$ cat src/rtl/trap_redirect_ctrl_pkg.sv
// Shared types for the writeback trap/redirect controller: exception cause,
// controller state encoding and the mcause interrupt-flag position.
package trap_redirect_ctrl_pkg;

    typedef logic [3:0] ecause_t;

    localparam ecause_t ECAUSE_INSN_MISALIGNED = 4'd0;
    localparam ecause_t ECAUSE_ILLEGAL_INSN    = 4'd2;
    localparam ecause_t ECAUSE_ECALL_M         = 4'd11;

    typedef enum logic [1:0] {
        ST_IDLE     = 2'd0,
        ST_DRAIN    = 2'd1,
        ST_COMMIT   = 2'd2,
        ST_REDIRECT = 2'd3
    } ctrl_state_t;

    localparam int MCAUSE_IRQ_BIT = 31;

    function automatic logic [31:0] mk_mcause(input logic is_irq, input logic [3:0] cause);
        logic [31:0] v;
        v                 = '0;
        v[MCAUSE_IRQ_BIT] = is_irq;
        v[3:0]            = cause;
        return v;
    endfunction

endpackage

$ cat src/rtl/trap_redirect_ctrl.sv
// Writeback trap/flush/interrupt sequencer: holds writeback while the bus drains,
// strobes trap state into the CSR file, then hands one redirect to fetch1.
//
// state    | meaning
// ---------+------------------------------------------------------------
// IDLE     | watching writeback for exc > flush > irq
// DRAIN    | event latched, waiting for fetch1/memory1 fills to finish
// COMMIT   | one cycle: csr_trap_we pulse (trap events only)
// REDIRECT | redir_valid held with stable redir_pc until fe1_redir_ack
module trap_redirect_ctrl
    import trap_redirect_ctrl_pkg::*;
#(
    parameter bit VECTORED  = 1'b0,
    parameter int DRAIN_MAX = 64
) (
    input  logic        clk_core_i,
    input  logic        reset_i,
    input  logic        wb_valid_i,
    input  logic        wb_exc_i,
    input  ecause_t     wb_exc_cause_i,
    input  logic        wb_flush_i,
    input  logic [29:0] wb_pc_i,
    input  logic        fe1_busy_i,
    input  logic        mem1_busy_i,
    input  logic        irq_pending_i,
    input  logic [3:0]  irq_cause_i,
    input  logic [29:0] csr_mtvec_i,
    input  logic        fe1_redir_ack_i,
    output logic        ctrl_hold_o,
    output logic        ctrl_kill_o,
    output logic        csr_trap_we_o,
    output logic [29:0] csr_mepc_o,
    output logic [31:0] csr_mcause_o,
    output logic        redir_valid_o,
    output logic [29:0] redir_pc_o,
    output logic        ctrl_drain_err_o
);

    localparam logic [7:0] DRAIN_MAX_C = 8'(DRAIN_MAX);

    ctrl_state_t state_q;
    logic        kill_q;
    logic        trap_we_q;
    logic        redir_valid_q;
    logic        drain_err_q;
    logic [7:0]  drain_cnt_q;
    logic [29:0] mepc_q;
    logic [31:0] mcause_q;
    logic [29:0] redir_pc_q;
    logic [29:0] target_q;
    logic        is_trap_q;

    logic        busy;
    logic        ev_exc;
    logic        ev_flush;
    logic        ev_irq;
    logic        ev_any;
    logic [29:0] target_d;
    logic [29:0] mepc_d;
    logic [31:0] mcause_d;
    logic [7:0]  drain_cnt_d;

    assign busy     = fe1_busy_i | mem1_busy_i;
    assign ev_exc   = wb_exc_i;
    assign ev_flush = ~wb_exc_i & wb_valid_i & wb_flush_i;
    assign ev_irq   = irq_pending_i & wb_valid_i & ~wb_flush_i & ~wb_exc_i;
    assign ev_any   = ev_exc | ev_flush | ev_irq;

    always_comb begin
        target_d = csr_mtvec_i;
        if (ev_flush) begin
            target_d = wb_pc_i + 30'd1;
        end else if (ev_irq && VECTORED) begin
            target_d = csr_mtvec_i + {26'b0, irq_cause_i};
        end
        // Interrupts are taken after the instruction retires, so mepc skips it.
        mepc_d      = ev_exc ? wb_pc_i : wb_pc_i + 30'd1;
        mcause_d    = mk_mcause(~ev_exc, ev_exc ? wb_exc_cause_i : irq_cause_i);
        drain_cnt_d = (drain_cnt_q == 8'hFF) ? drain_cnt_q : drain_cnt_q + 8'd1;
    end

    assign ctrl_hold_o = (state_q != ST_IDLE) |
                         ((wb_exc_i | (wb_valid_i & wb_flush_i)) & busy);

    always_ff @(posedge clk_core_i) begin
        if (reset_i) begin
            state_q       <= ST_IDLE;
            kill_q        <= 1'b0;
            trap_we_q     <= 1'b0;
            redir_valid_q <= 1'b0;
            drain_err_q   <= 1'b0;
            drain_cnt_q   <= 8'd0;
            mepc_q        <= 30'd0;
            mcause_q      <= 32'd0;
            redir_pc_q    <= 30'd0;
            target_q      <= 30'd0;
            is_trap_q     <= 1'b0;
        end else begin
            trap_we_q <= 1'b0;
            case (state_q)
                ST_IDLE: begin
                    if (ev_any) begin
                        kill_q      <= 1'b1;
                        target_q    <= target_d;
                        is_trap_q   <= ~ev_flush;
                        drain_cnt_q <= 8'd0;
                        if (!ev_flush) begin
                            mepc_q   <= mepc_d;
                            mcause_q <= mcause_d;
                        end
                        if (busy) begin
                            state_q <= ST_DRAIN;
                        end else begin
                            state_q   <= ST_COMMIT;
                            trap_we_q <= ~ev_flush;
                        end
                    end
                end
                ST_DRAIN: begin
                    if (!busy) begin
                        state_q     <= ST_COMMIT;
                        drain_cnt_q <= 8'd0;
                        trap_we_q   <= is_trap_q;
                    end else begin
                        drain_cnt_q <= drain_cnt_d;
                        if (drain_cnt_d >= DRAIN_MAX_C) begin
                            drain_err_q <= 1'b1;
                        end
                    end
                end
                ST_COMMIT: begin
                    redir_valid_q <= 1'b1;
                    redir_pc_q    <= target_q;
                    state_q       <= ST_REDIRECT;
                end
                ST_REDIRECT: begin
                    if (fe1_redir_ack_i) begin
                        redir_valid_q <= 1'b0;
                        kill_q        <= 1'b0;
                        state_q       <= ST_IDLE;
                    end
                end
                default: begin
                    state_q <= ST_IDLE;
                end
            endcase
        end
    end

    assign ctrl_kill_o      = kill_q;
    assign csr_trap_we_o    = trap_we_q;
    assign csr_mepc_o       = mepc_q;
    assign csr_mcause_o     = mcause_q;
    assign redir_valid_o    = redir_valid_q;
    assign redir_pc_o       = redir_pc_q;
    assign ctrl_drain_err_o = drain_err_q;

endmodule

$ cat config.mk
export PLATFORM = sky130hd
export DESIGN_NAME = trap_redirect_ctrl
export DESIGN_NICKNAME = d
export VERILOG_FILES = /design/src/rtl/trap_redirect_ctrl_pkg.sv /design/src/rtl/trap_redirect_ctrl.sv
export SDC_FILE = /design/constraint.sdc
export NUM_CORES = 1
export LEC_CHECK = 0
export CORE_MARGIN = 1.5
export CORE_UTILIZATION = 45
export CTS_BUF_LIST = sky130_fd_sc_hd__clkbuf_16
export DETAILED_ROUTE_END_ITERATION = 6
export PLACE_DENSITY = 0.77
export SLEW_MARGIN = 20
export SYNTH_ARGS = -nofsm -noshare
export SYNTH_HDL_FRONTEND = slang
export SYNTH_SLANG_ARGS = --single-unit
export TNS_END_PERCENT = 20
$ cat constraint.sdc
create_clock -name clk_core_i -period 2.7 [get_ports clk_core_i]
set_clock_uncertainty 0.15 [all_clocks]
set_input_delay 0.54 -clock clk_core_i [delete_from_list [all_inputs] [get_ports clk_core_i]]
set_output_delay 0.54 -clock clk_core_i [all_outputs]
set_load 0.005 [all_outputs]
## Word-level counts from Yosys, hierarchy flattened

Index checks and enable logic that the tools add are counted.

- Input port bits: 77
- Register bits: 110
- Output and inout port bits: 97
- Logic and storage cells: 68

- Bitwise operators: 15
- Mux-type cells: 20
- Reductions and logical operators: 12
- Eq/ne operators: 7
- Add/sub/neg operators: 2
- $lt $le $gt $ge: 1

Operators by type and width:

| kind | number |
|---|---|
| $mux 30 | 2 |
| $add 30x1->30 const B | 1 |
| $mux 8 | 3 |
| $pmux 8 s2 | 1 |
| $reduce_and 3->1 | 4 |
| $add 8x1->8 const B | 1 |
| $eq 8x8->1 const B | 1 |
| $ge 8x7->1 const B | 1 |
| $mux 2 | 4 |
| $pmux 2 s4 | 1 |
| $reduce_bool 2->1 | 4 |
| $and 1x1->1 | 7 |
| $ne 2x2->1 const B | 3 |
| $pmux 1 s2 | 3 |
| $reduce_and 2->1 | 3 |
| $mux 1 | 5 |
| $or 1x1->1 | 5 |
| $eq 2x2->1 const B | 2 |
| $mux 4 | 1 |
| $not 1->1 | 3 |
| $eq 2x1->1 const B | 1 |
| $logic_not 2->1 | 1 |

## Logic depth before layout (Yosys ltp)

Gate-level depths: netlist of run 1.

- Depth after elaboration: 7
- Gate-level depth with buffers: 7
- Depth with buffers taken out: 7

## Least setup slack after synthesis of run 1

Ideal clock, no wire load.

- Path type: input -> output
- From: input wb_exc_i
- To: output ctrl_hold_o
- Arrival time: 1.946 ns
- Stages on the path: 6
- Setup slack: 0.064 ns
- Path buffers: 4
- Data required time: 2.010 ns
- Cells stage by stage: clkbuf_1 clkbuf_1 clkbuf_1 buf_1 a21oi_1 o21ai_0

- Cells in the longest elaborated chain, start to end: 3

RTL lines:

| item | line | text |
|---|---|---|
| from (decl) | trap_redirect_ctrl.sv:19 | `input logic wb_exc_i,` |
| $or 1x1->1 | trap_redirect_ctrl.sv:83 | `((wb_exc_i \| (wb_valid_i & wb_flush_i)) & busy);` |
| $and 1x1->1 | trap_redirect_ctrl.sv:83 |  |
| $or 1x1->1 | trap_redirect_ctrl.sv:82 | `assign ctrl_hold_o = (state_q != ST_IDLE) \|` |
| to (decl) | trap_redirect_ctrl.sv:29 | `output logic ctrl_hold_o,` |

No other way between the ends.

## Worst setup path in the final report of run 1

Same ends and word-level chain as after synthesis.

==> impl_metrics.toml, run 1 <==
[logic_synthesis]
synth_top_cell_by_area = "dfxtp_1"
synth_top_family_by_area = "simple AND/OR/NAND/NOR gates"
synth.top_cell.area_share = 0.385
synth_mux_area_frac = 0.0647
yosys.area_share.xor_xnor = 0.0766
syn_area_per_cell_um2 = 8.40
yosys.area_share.simple = 0.214
yosys.area_share.adder = 0.0131
ys_types = 56
syn-cell-area_mm2 = 0.00572
syn_inst = 681
synth-edff-count = 0
ys_async_sr_fraction = 0
yosysWarningCount = 0
yosysSeqAreaShare = 0.385
ys_ff_latch = 110
synth_area_leaders = "dfxtp_1, nor2_1, mux2i_1"
synth_compound_area_frac = 0.166
ys.flop_type = "dfxtp_1"

[clocking]
clk_latency_ns = 0.36
cts.sinks = 110
cts_tree = "built"
path_clk_slew_ns = 0.07
ctsHoldBuffers = 0
numCtsBuffers = 9
root_buffer = "clkbuf_16"
cts.htree.levels = 3
clock_path_buffers = 2

[worst_setup_path]
r2r_slack_ns = 0.52
worst-path-stages = 4
crit_start = "wb_exc_i"
critPathTopFamily = "buffers and inverters"
crit_chain = "clkdlybuf4s50_1 > a21oi_1 > o21ai_0 > clkdlybuf4s50_1"
path_max_fanout = 5
r2r-end = "csr_mepc_o[13]"
end_kind = "primary output"
critPathArrivalTime_ns = 1.92
setup.worst_path.end = "ctrl_hold_o"
cpPeakStageDelay_ns = 0.61
reg2regPathDepth = 7
rr_startpoint = "state_q[0]"
path_buf_inv = 2
crit_type = "in2out"
cp.required_ns = 2.01
crit_top_cell = "clkdlybuf4s50_1"
crit_slowest_cell = "clkdlybuf4s50_1"
start_kind = "input pin"

[routing]
wl_per_cell_um = 16.3
drc_errors = 0
drt_iter0_markers = 318
dr.pass1.iters = 5
ant_nets = 0
drt_wl_total_um = 17100
routed_via_density = 5.33
vias = 5585

[sta]
rsz0062_at_grt = "no"
period_share = 0.966
hold_viol = 0
whs_ns = 0.319
timing.fmax_mhz = 384
relSlewSlack = 0.630
setup_tns_ns = 0
slew_violations = 0
period_needed_ns = 2.61
tightest_slew_ns = 0.555
setup_viol = 0

[power]
ir_drop_mv = 0.361
powerDensity_mw_per_mm2 = 740
leakagePower_nw = 2.96

[global_route]
grt_overflow_total = 0
grt_pass1_vias = 5446
grt_first_pass_wirelength_um = 27100
grt_usage = 0.261
grt_max_degree = 57
antenna_found_initial = 0

[cells_and_area]
fill_cells = 1123
drive_gt1_frac = 0.126
syn_to_final_growth_pct = 40.5
fin_nets = 953
design_area_mm2 = 0.00804
diodes = 0
final_cells = 1047

[placement]
dp_hpwl_um = 13200
place_inst = 1031
portBuffers = 146
place_congestion = 0.885
placed_cell_area_mm2 = 0.00773

[floorplanning]
ios = 174
die_y_um = 116
dieArea_mm2 = 0.0134
initial_core_util = 0.457
coreArea_mm2 = 0.0125
rows = 41
die_x_um = 116

[outcome]
outcome = "finished clean"

[worst_hold_path]
worst_hold_path_type = "reg2reg"

[run]
maxCapViolations = 0
[state kept, by name, indices dropped and copies added, names as in the netlist]
register and cells:
target_q 30, redir_valid_o 1, csr_trap_we_o 1, redir_pc_o 30, drain_cnt_q 8, csr_mcause_o 5
csr_mepc_o 30, ctrl_kill_o 1, state_q 2, is_trap_q 1, ctrl_drain_err_o 1
[cells by family (layout without fill, tap and decap cells)]
family | Yosys count | count (layout)
XOR/XNOR | 50 | 50
buffers and inverters | 85 | 253
other | 1 | 27
multiplexers | 37 | 37
AND/OR/NAND/NOR | 248 | 248
adder cells (fa/ha/maj) | 6 | 6
AO/OA/AOI/OAI | 144 | 144
flip-flops | 110 | 110
[metal layers]
| layer | GRT usage | up-vias | part of all wire | routed length, µm |
|---|---|---|---|---|
| li1 | - | 2752 | - | - |
| met1 | 0.340 | 2642 | 0.44 | 7490 |
| met2 | 0.443 | 172 | 0.49 | 8420 |
| met3 | 0.0476 | 19 | 0.053 | 897 |
| met4 | 0.0789 | 0 | 0.014 | 247 |
| met5 | 0 | - | 0 | 0 |
[metrics by stage]
| stage | util | total power [mW] | worst slack (ns) |
|---|---|---|---|
| 2_1_floorplan | - | 3.51 | 0.0637 |
| 3_3_place_gp | 0.618 | 4.52 | -0.230 |
| 4_1_cts | 0.642 | 5.97 | 0.0907 |
| 3_5_place_dp | 0.618 | 4.59 | -0.249 |
| 5_1_grt | 0.642 | 6.30 | 0.00235 |
| 6_report | 0.642 | 5.94 | 0.0931 |
[cells in the mapped netlist (6+ instances only)]
master / count
nand4_1: 13
a211oi_1: 36
mux2i_1: 37
nand2_1: 41
ha_1: 6
xnor2_1: 34
nand3_1: 23
or4_1: 6
xor2_1: 16
a31oi_1: 7
buf_4: 27
a22oi_1: 8
buf_1: 8
dfxtp_1: 110
nor4_1: 11
inv_1: 8
nor3_1: 13
clkbuf_1: 32
a21oi_1: 40
o21ai_0: 14
nor2_1: 102
[where the power goes]
part,leakage [nW],switching (mW),internal [mW]
Combinational,1.90,1.16,1.20
Sequential,0.902,0.221,1.99
Clock,0.155,0.643,0.727
[worst register-to-register path: cells and delay by family, from the launching register on]
| family | cells | cell delay, ns |
|---|---|---|
| buffers and inverters | 3 | 0.59 |
| adder cells (fa/ha/maj) | 1 | 0.33 |
| flip-flops | 1 | 0.34 |
| AO/OA/AOI/OAI | 2 | 0.58 |
| AND/OR/NAND/NOR | 1 | 0.09 |
[cells in the final DEF, fill, tap and decap left out, drive strengths merged, types with 27 or more instances in the layout]
cell             n
clkdlybuf4s50  145
dfxtp          110
nor2           102
buf             84
nand2           41
a21oi           40
mux2i           37
a211oi          36
xnor2           34
conb            27
[final cells by class]
class                           instances  area [µm²]  share of cell area
Timing Repair Buffer                  229        2120               0.264
Tap cell                              172         215              0.0268
Multi-Input combinational cell        512        3170               0.394
Inverter                                8        30.0             0.00374
Sequential cell                       110        2200               0.274
Clock buffer                            9         225              0.0280
Clock inverter                          7        75.1             0.00934
[repair_timing]
item                                    4_1_cts  5_1_grt
setup buffers                                 0        0
resized for setup                             0        1
endpoints found under the setup margin        0        2
[worst min path at each step]
stage	from	end	slack, ns	depth (start not counted)
6_report	target_q[4]	target_q[4]	0.32	2
5_1_grt	target_q[2]	target_q[2]	0.35	2
4_1_cts	target_q[2]	target_q[2]	0.32	2
3_5_place_dp	target_q[2]	target_q[2]	0.30	2
3_3_place_gp	target_q[14]	target_q[14]	0.30	2
2_1_floorplan	target_q[10]	target_q[10]	0.28	2
Note: power is estimated with default switching activity, not from simulation.
==> inputs of run 2 (changes only) <==
- GPL_ROUTABILITY_DRIVEN: unset -> 0
==> impl_metrics.toml, run 2 (synthesized netlist as in run 1, its figures left out) <==
[worst_hold_path]
worst_hold_path_type = "reg2reg"
holdPathEnd = "target_q[10]"
min_path_cells = 2
min-delay-start = "target_q[10]"

[sta]
rsz0062_at_grt = "no"
timing.final.ws_setup_ns = 0.0686
relSlewSlack = 0.608
setup_tns_ns = 0
hold_viol = 0
period_share = 0.975
setup_viol = 0
timing.fmax_mhz = 380
slew_violations = 0
period_needed_ns = 2.63
tightest_slew_ns = 0.588

[placement]
portBuffers = 146
dp_hpwl_um = 13200
place_ws_ns = -0.261
place_inst = 1030

[worst_setup_path]
critPathArrivalTime_ns = 2.75
cp.required_ns = 2.82
crit_slowest_cell = "or4_4"
crit_type = "in2reg"
r2r_slack_ns = 0.36
rr_startpoint = "state_q[0]"
crit_top_cell = "or4_1"
path_max_fanout = 3
crit_chain = "clkdlybuf4s50_1 > nand4_1 > or4_4 > or4_1 > or4_1 > o211ai_1"
r2r-end = "drain_cnt_q[4]"
end_kind = "flip-flop"
cpPeakStageDelay_ns = 0.54
reg2regPathDepth = 9
start_kind = "input pin"

[clocking]
clk_latency_ns = 0.35
numCtsBuffers = 9
post_cts_buffers = 0
cts.htree.levels = 3
cts_tree = "built"
cts.sinks = 110
path_clk_slew_ns = 0.08
root_buffer = "clkbuf_16"
ctsHoldBuffers = 0
clock_path_buffers = 2

[power]
powerDensity_mw_per_mm2 = 738
ir_drop_mv = 0.424
clkPwrFrac = 0.233
power.switching_mw = 2.04
p_int_mw = 3.90
leakagePower_nw = 2.95
combPwrFrac = 0.394
p_seq_frac = 0.373
netSwitchingFraction = 0.344

[floorplanning]
rows = 41
die_y_um = 116
dieArea_mm2 = 0.0134
initial_core_util = 0.457
ios = 174
coreArea_mm2 = 0.0125
die_x_um = 116

[cells_and_area]
fin_nets = 952
multi_input_area_mm2 = 0.00318
most-common-layout-cells = "clkdlybuf4s50_1, dfxtp_1, nor2_1, buf_4, nand2_1"
final_cells = 1046
syn_to_final_growth_pct = 40.6
final_common_cell = "clkdlybuf4s50_1"
ff_latch_area_mm2 = 0.00220
drive_gt1_frac = 0.127
diodes = 0
fill_cells = 1048

[global_route]
antenna_found_initial = 0
grt_max_degree = 59
grt_overflow_total = 0
grt_usage = 0.256
grt_pass1_vias = 5482
grt_first_pass_wirelength_um = 26900

[routing]
vias = 5775
wl_per_cell_um = 16.6
drt_wl_total_um = 17400
ant_nets = 0
routed_via_density = 5.52
dr.pass1.iters = 5
drc_errors = 0
drt_iter0_markers = 425

[outcome]
outcome = "finished clean"

[run]
maxCapViolations = 0
==> run 2: cell count changes in the layout (fill, tap and decap cells not counted) <==
cell and delta:
inv_1 -1, inv_8 +1, clkinv_4 -1, buf_4 -1, nor4b_2 +1, nor4b_1 -1, clkinvlp_4 +1
==> run 2: stage by stage <==
step                power, mW  hold WS [ns]  utilization  instance area [µm²]
finish                   5.94         0.313        0.642                 8040
global route             6.26         0.330        0.642                 8040
CTS                      5.94         0.318        0.642                 8030
detailed placement       4.56         0.304        0.617                 7720
global placement         4.47         0.297        0.617                 7720
floorplan                3.51         0.282            -                 5820
==> run 2: critical path, delay by kind of cell <==
kind                   cells  cell delay (ns)
AOI/OAI and AO/OA          1             0.09
buffers and inverters      1             0.50
and+or+nand+nor            4             1.62
==> run 2: area by class of cell <==
class / instances / share of cell area
clock buffers: 9 / 0.0280
clock inverters: 7 / 0.0101
flip-flops and latches: 110 / 0.274
repair buffers: 228 / 0.263
well taps: 172 / 0.0268
multi-input cells: 512 / 0.395
inverters: 8 / 0.00373
==> run 2: power groups by stage <==
stage	clock [mW]	combinational, mW	sequential [mW]
2_1_floorplan	0	1.30	2.21
3_3_place_gp	0	2.25	2.23
3_5_place_dp	0	2.31	2.24
4_1_cts	1.40	2.33	2.21
5_1_grt	1.46	2.54	2.26
6_report	1.38	2.34	2.22
==> run 2: what timing repair did <==
action,CTS,global route
resized for setup,0,2
setup endpoints to repair,0,2
hold endpoints to repair,0,0
==> run 2: how the worst max path moves through the flow <==
| stage | startpoint | endpoint | slack [ns] | cells after the start |
|---|---|---|---|---|
| global route | wb_pc_i[17] | target_q[23] | 0.04 | 6 |
| detailed placement | wb_pc_i[11] | target_q[23] | -0.26 | 6 |
| floorplan | wb_exc_i | ctrl_hold_o | 0.06 | 6 |
| global placement | wb_pc_i[10] | target_q[23] | -0.21 | 6 |
| finish | wb_pc_i[17] | target_q[23] | 0.07 | 6 |
| CTS | wb_pc_i[11] | target_q[23] | 0.1 | 6 |
==> run 2: metal layers <==
layer / global-route usage / vias up / wire [µm]
met2: 0.444 / 244 / 8510
met5: 0 / - / 0
li1: - / 2762 / -
met3: 0.0439 / 48 / 1080
met1: 0.314 / 2721 / 7140
met4: 0.110 / 0 / 620
